File: src/rtl/upper_stream_ctrl.sv
// Byte-stream upper-caser: converts 'a'..'z' on entry, buffers in a 4-deep FIFO.
// Define UPPER_CNT_EN to add the saturating conv_count output.
module upper_stream_ctrl (
  input  logic        clk,
  input  logic        rst,
  input  logic        in_valid,
  output logic        in_ready,
  input  logic [7:0]  in_data,
  input  logic        in_last,
  output logic        out_valid,
  input  logic        out_ready,
  output logic [7:0]  out_data,
  output logic        out_last,
`ifdef UPPER_CNT_EN
  output logic        busy,
  output logic [15:0] conv_count
`else
  output logic        busy
`endif
);

  typedef enum logic [1:0] {
    IDLE,
    ACTIVE,
    FLUSH
  } state_t;

  state_t      state;
  state_t      state_nxt;
  logic [2:0]  count;
  logic [1:0]  wr_ptr;
  logic [1:0]  rd_ptr;
  logic [8:0]  mem [4];
  logic [8:0]  head;
  logic        push;
  logic        pop;
  logic        is_lower;
  logic [7:0]  conv;

  assign is_lower  = (in_data >= 8'd97) && (in_data <= 8'd122);
  assign conv      = is_lower ? (in_data - 8'd32) : in_data;
  assign head      = mem[rd_ptr];
  assign in_ready  = (state != FLUSH) && (count < 3'd4);
  assign out_valid = (count != 3'd0);
  assign out_data  = out_valid ? head[7:0] : 8'h00;
  assign out_last  = out_valid & head[8];
  assign busy      = (state != IDLE);
  assign push      = in_valid & in_ready;
  assign pop       = out_valid & out_ready;

  // Storage needs no reset: the head is masked while count is zero.
  always_ff @(posedge clk) begin
    if (push) begin
      mem[wr_ptr] <= {in_last, conv};
    end
  end

  always_ff @(posedge clk) begin
    if (rst) begin
      state  <= IDLE;
      count  <= 3'd0;
      wr_ptr <= 2'd0;
      rd_ptr <= 2'd0;
    end else begin
      state <= state_nxt;
      if (push) begin
        wr_ptr <= wr_ptr + 2'd1;
      end
      if (pop) begin
        rd_ptr <= rd_ptr + 2'd1;
      end
      unique case ({push, pop})
        2'b10:   count <= count + 3'd1;
        2'b01:   count <= count - 3'd1;
        default: count <= count;
      endcase
    end
  end

  always_comb begin
    state_nxt = state;
    unique case (state)
      IDLE: begin
        if (push) begin
          state_nxt = in_last ? FLUSH : ACTIVE;
        end
      end
      ACTIVE: begin
        if (push && in_last) begin
          state_nxt = FLUSH;
        end
      end
      FLUSH: begin
        if (pop && head[8]) begin
          state_nxt = IDLE;
        end
      end
      default: state_nxt = IDLE;
    endcase
  end

`ifdef UPPER_CNT_EN
  always_ff @(posedge clk) begin
    if (rst) begin
      conv_count <= 16'd0;
    end else if (push && is_lower && (conv_count != 16'hFFFF)) begin
      conv_count <= conv_count + 16'd1;
    end
  end
`endif

endmodule

File: config.mk
export PLATFORM = sky130hd
export DESIGN_NAME = upper_stream_ctrl
export DESIGN_NICKNAME = d
export VERILOG_FILES = /design/src/rtl/upper_stream_ctrl.sv
export SDC_FILE = /design/constraint.sdc
export NUM_CORES = 1
export LEC_CHECK = 0
export CORE_UTILIZATION = 40
export DETAILED_ROUTE_END_ITERATION = 8
export GPL_TIMING_DRIVEN = 0
export HOLD_SLACK_MARGIN = 0.08
export PLACE_DENSITY = 0.68
export REMOVE_ABC_BUFFERS = 1
export SYNTH_ARGS = -nofsm -noshare
export SYNTH_HDL_FRONTEND = slang
export SYNTH_SLANG_ARGS = --single-unit
File: constraint.sdc
create_clock -name clk -period 1.9 [get_ports clk]
set_input_delay 0.19 -clock clk [delete_from_list [all_inputs] [get_ports clk]]
set_output_delay 0.19 -clock clk [all_outputs]
set_load 0.005 [all_outputs]
==> results of run 1 <==
## flip-flops by register name, indices dropped and copies added (netlist names), named ones only
name	cells
rd_ptr	2
mem	36
count	3
wr_ptr	2
state	2
## worst min-delay path, cell delays in order (launching register included)
cell	delay, ps
dfxtp_1	340
o21ai_0	80
a21oi_1	60
## cell families after synthesis
logic type | after synthesis | synth area share
mux | 9 | 0.114
xor+xnor | 4 | 0.0172
flops | 47 | 0.639
simple gates | 34 | 0.0940
buf+inv | 14 | 0.0295
compound gates | 18 | 0.0596
fa+ha+maj | 7 | 0.0467
## worst min-delay path by stage
stage | startpoint | end | slack (ps) | cells after the start
3_5_place_dp | wr_ptr[1] | wr_ptr[1] | 510 | 2
6_report | wr_ptr[1] | wr_ptr[1] | 520 | 2
2_1_floorplan | rst | state[1] | 250 | 1
4_1_cts | wr_ptr[1] | wr_ptr[1] | 530 | 2
3_3_place_gp | wr_ptr[0] | wr_ptr[0] | 500 | 2
5_1_grt | wr_ptr[1] | wr_ptr[1] | 560 | 2
## area by class of cell
cell class | count | share of cell area
timing repair buffer | 36 | 0.129
clock buffer | 8 | 0.0388
inverter | 11 | 0.0160
tap | 67 | 0.0325
sequential | 47 | 0.511
multi-input combinational | 72 | 0.273
## synthesized netlist by cell type (all sizes together) (3+ instances only)
cell     n
edfxtp  36
dfxtp   11
inv     11
mux4     9
nor2     8
nor2b    8
a21oi    7
ha       6
and3     4
and2b    3
nand3    3
o21ai    3
xor2     3
## through the flow
stage          setup TNS [ps]  hold WS, ps
2_1_floorplan               0          252
3_3_place_gp            -3050          500
3_5_place_dp            -6120          514
4_1_cts                 -12.1          525
5_1_grt                 -68.2          563
6_report                    0          522
## timing repair
action | CTS | global route
pin swaps | 1 | 6
buffers inserted | 8 | 4
resized for setup | 43 | 15
endpoints found under the setup margin | 12 | 13
## report_power, final
group	internal (W)	switching [W]	total, W
logic	0.000785	0.000573	0.00136
clock network	0.000332	0.000304	0.000636
registers	0.00128	0.000103	0.00138
total	0.00240	0.000979	0.00338
## layer usage
metal	share of wire	track usage	wire length, um	vias to the layer above
met3	0.044	0.0508	172	9
met2	0.52	0.280	2030	36
met1	0.42	0.177	1650	607
met4	0.020	0.0684	79	0
met5	0	0	0	-
li1	-	-	-	573
==> reports/metrics.yaml, run 1 <==
status: "complete, no violations"
path_buf_inv: 1
synth_area_leaders: "edfxtp_1 (53%), dfxtp_1 (11%), mux4_1 (10%)"
cp.arrival_ps: 2090
grt_usage: 0.159
finalWorstSetupSlack_ps: 23.9
ys_types: 33
cts-root-buf: "clkbuf_8"
initial_core_util: 0.423
crit_start: "count[0]"
io_pins: 25
fin_nets: 193
skew_ps: 6.94
critical_path_depth: 7
regToRegSetupSlack_ps: 20
post_dp_cell_area_um2: 2340
dp_worst_setup_slack_ps: -399
die_h_um: 73.4
setup_viol: 0
cts_max_path_buffers: 2
drt_wl_total_um: 3920
r2r_end: "count[2]"
cap_viol_max_count: 0
htree_levels: 2
grt_max_degree: 14
place_congestion: 0.704
worstMarginPinSlew_ps: 511
clkTransAtPathRegs_ps: 80
crit_family: "adder cells"
min_path_type: "register to register"
wire_per_inst_um: 16.3
syn_avg_cell_area_um2: 15.3
die_area_um2: 5380
power_density_nw_per_um2: 1310
dr.pass1.iters: 4
port_buffers: 24
period_share: 0.987
reg2regPathDepth: 7
dp_hpwl_um: 2460
fillers: 416
tritoncts: "built"
ys.flop_type: "edfxtp_1"
p_leak_nw: 0.935
numCtsBuffers: 5
vdd_drop_max_v: 0.000650
required_ps: 2120
final_hold_viol_count: 0
final_cells: 241
period_needed_ps: 1880
ys_warn_count: 0
p_total_w: 0.00338
synth.cell_area_um2: 2040
insertedDiodeCount: 0
fmax_mhz: 533
setup.worst_path.start_class: "register"
seq_area_frac_synth: 0.639
final-seq-area_um2: 1320
path_cells: "o31a_1, ha_4, inv_2, fa_2, xor2_1, or3_1, a21oi_2"
utilization: 0.535
rsz0062_at_grt: "yes"
final_cell_mix: "edfxtp_1 (36), clkdlybuf4s50_1 (15), inv_1 (9), buf_4 (9), mux4_2 (8)"
maxSlewViolCount: 0
grt_pass1_vias: 1276
grt_first_pass_wirelength_um: 6120
insertion_delay_ps: 290
multi_input_area_um2: 703
ys_ff_latch: 47
gr-total-overflow: 0
synth_top_cell_area_share: 0.531
worst_path_max_delay_cell: "dfxtp_4"
die_x_um: 73.4
yosys.area.top_type: "edfxtp_1"
postLayoutCellArea_um2: 2580
std_cell_rows: 25
async_flop_share: 0
place_inst: 221
route.detailed.drc: 0
antenna_found_initial: 0
drt_iter0_markers: 106
syn-instance-count: 133
critical-path-max-stage-delay_ps: 390
worst-path-max-fanout: 5
layout_commonest_cell: "edfxtp_1"
relSlewSlack: 0.659
crit_path_end: "count[2]"
layout-drive-gt1-share: 0.293
area_growth_pct: 26.5
clock-sinks: 47
path_class: "register to register"
synth-edff-count: 36
vias_per_cell: 5.08
fp.coreArea_um2: 4820
ant_nets: 0
vias: 1225
critical_path.endpoint_type: "register"
r2r_start: "count[0]"
cts_hold_buf: 0
Power figures use the tool's default switching activity.
==> inputs of run 2 (changes only) <==
CORE_MARGIN = 3   (was default)
PLACE_DENSITY = 0.66   (was 0.68)
==> run 2 against run 1 <==
Effect of this change:
- final cell count fell by 0.41%
- first-iteration DRC count fell by 31%
- clock power fell by 13%
- register-to-register slack barely moved
- via count fell by 2.0%
- final area fell by 0.92%
- power fell by 2.7%
- non-clock buffer count fell by 1
- clock-buffer cell count did not move
- sequential cell count did not move
- highest routed layer unchanged
==> reports/metrics.yaml, run 2 (same netlist as run 1, synthesis figures left out) <==
required_ps: 2110  # about the same
reg2regPathDepth: 9  # +2
combPwrFrac: 0.410  # +0.008
critical-path-max-stage-delay_ps: 370  # -20 ps
grt_pass1_vias: 1271  # -0.39%
dr.pass1.iters: 4  # unchanged
reg.largest.list: "mem: 36 flops, count: 3 flops"
numCtsBuffers: 5  # unchanged
setup.worst_path.start_class: "register"
pwr-share-seq: 0.421  # +0.012
vias: 1201  # -2.0%
status: "complete, no violations"
clock-sinks: 47  # unchanged
crit_path_end: "count[2]"
io_pins: 25  # unchanged
fp.coreArea_um2: 4820  # unchanged
path_common_cell: "inv_1"
path_buf_inv: 2  # +1
p_sw_w: 0.000948  # -3.2%
fmax_mhz: 529  # -0.74%
power_frac_clock: 0.169  # -0.019
p_leak_nw: 0.916  # -2.1%
antenna_found_initial: 0  # unchanged
rsz0062_at_grt: "yes"
place_congestion: 0.752  # +6.7%
worstMarginPinSlew_ps: 509  # -2.00 ps
skew_ps: 9.62  # +2.68 ps
cts_max_path_buffers: 2  # unchanged
layout_commonest_cell: "edfxtp_1"
hold_ws_ps: 529  # +7.46 ps
period_share: 0.995  # +0.00735
grt_usage: 0.137  # -0.0224
die_area_um2: 5980  # +11%
dp_hpwl_um: 2510  # +1.9%
port_buffers: 24  # unchanged
path_class: "register to register"
drt_wl_total_um: 3840  # -2.1%
fin_setup_tns_ps: 0  # unchanged
ant_nets: 0  # unchanged
clkTransAtPathRegs_ps: 80  # about the same
regMostFlops: "mem"
p_total_w: 0.00328  # -2.7%
die_x_um: 77.4  # +5.5%
wire_per_inst_um: 16.0  # -1.7%
worst_path_max_delay_cell: "dfxtp_4"
utilization: 0.530  # -0.00494
tritoncts: "built"
min_path_type: "register to register"
relSlewSlack: 0.661  # +0.00133
fin_nets: 192  # -0.52%
initial_core_util: 0.423  # unchanged
final_hold_viol_count: 0  # unchanged
maxSlewViolCount: 0  # unchanged
dp_worst_setup_slack_ps: -388  # +10.8 ps
htree_levels: 2  # unchanged
cp.arrival_ps: 2100  # about the same
vdd_drop_max_v: 0.000625  # -3.9%
period_needed_ps: 1890  # +14.0 ps
crit_family: "simple AND/OR/NAND/NOR gates"
power_density_nw_per_um2: 1290  # -1.8%
insertion_delay_ps: 290  # about the same
crit_start: "count[2]"
grt_first_pass_wirelength_um: 6130  # +0.23%
grt_max_degree: 14  # unchanged
cap_viol_max_count: 0  # unchanged
critical_path.endpoint_type: "register"
gr-total-overflow: 0  # unchanged
drt_iter0_markers: 73  # -31%
power.internal_w: 0.00234  # -2.5%
final_cell_mix: "edfxtp_1 (36), clkdlybuf4s50_1 (15), inv_1 (11)"
path_cells: "nand2b_4, nor2_1, inv_1, ha_2, inv_1, fa_2, xor2_1, or3_1, a21oi_2"
area_growth_pct: 25.4
layout-drive-gt1-share: 0.225  # -0.0677
finalWorstSetupSlack_ps: 9.94  # -14.0 ps
cts-root-buf: "clkbuf_8"
vias_per_cell: 5.00  # -1.6%
die_h_um: 77.4  # +5.5%
std_cell_rows: 25  # unchanged
worst-path-max-fanout: 4  # -1
r2r_end: "count[2]"
route.detailed.drc: 0  # unchanged
r2r_start: "count[2]"
setup_viol: 0  # unchanged
regToRegSetupSlack_ps: 10  # about the same
insertedDiodeCount: 0  # unchanged
swShare: 0.289  # -0.00147
critical_path_depth: 9  # +2
largest_reg_flops: 36  # unchanged
run 2: changes by cell type in the layout (fill, tap and decap cells not counted), moves of 2 or more:
| cell | previous run | this run |
|---|---|---|
| dlygate4sd2_1 | 2 | 0 |
| clkbuf_1 | 1 | 3 |
| mux4_1 | 1 | 3 |
| mux4_2 | 8 | 6 |
| clkbuf_8 | 7 | 5 |
| inv_2 | 2 | 0 |
| inv_1 | 9 | 11 |
| clkdlybuf4s15_1 | 2 | 7 |
| buf_2 | 4 | 0 |
run 2: area by class of cell:
class                      instances  area, um^2
inverter                          11        41.3
multi-input combinational         72         692
timing repair buffer              35         342
fill                             414        2260
clock buffer                       8        80.1
sequential                        47        1320
tap                               67        83.8
run 2: worst min-delay path by stage:
stage,from,to,slack [ps],cells after the start
3_5_place_dp,rd_ptr[0],register,520,2
6_report,wr_ptr[1],wr_ptr[1],530,2
3_3_place_gp,wr_ptr[0],wr_ptr[0],500,2
2_1_floorplan,rst,state[1],250,1
5_1_grt,rd_ptr[0],register,570,2
4_1_cts,wr_ptr[0],wr_ptr[0],530,2
run 2: worst min-delay path: stages (launching register included):
cell,delay [ps]
dfxtp_1,340
o21ai_0,80
a21oi_1,60
run 2: repair_timing:
item,CTS,global route
pin swaps,2,1
gates resized for setup,37,7
gates cloned,0,0
hold buffers,0,0
setup endpoints to repair,11,11
setup buffers,7,4
run 2: power by group through the flow:
stage	registers, W	logic, W	clock network (W)
6_report	0.00138	0.00135	0.000556
3_3_place_gp	0.00140	0.00101	0
3_5_place_dp	0.00141	0.00106	0
2_1_floorplan	0.00137	0.000586	0
4_1_cts	0.00138	0.00120	0.000576
5_1_grt	0.00140	0.00146	0.000628
run 2: metrics by stage:
| stage | instances | instance area [um^2] |
|---|---|---|
| finish | 240 | 2550 |
| global route | 240 | 2550 |
| floorplan | 130 | 2020 |
| global placement | 221 | 2340 |
| detailed placement | 221 | 2340 |
| CTS | 236 | 2530 |
run 2: metal layers:
metal  routed length, um  GRT usage
met3                 182     0.0487
met1                1620      0.153
met4                  51     0.0480
met2                1990      0.239
met5                   0          0
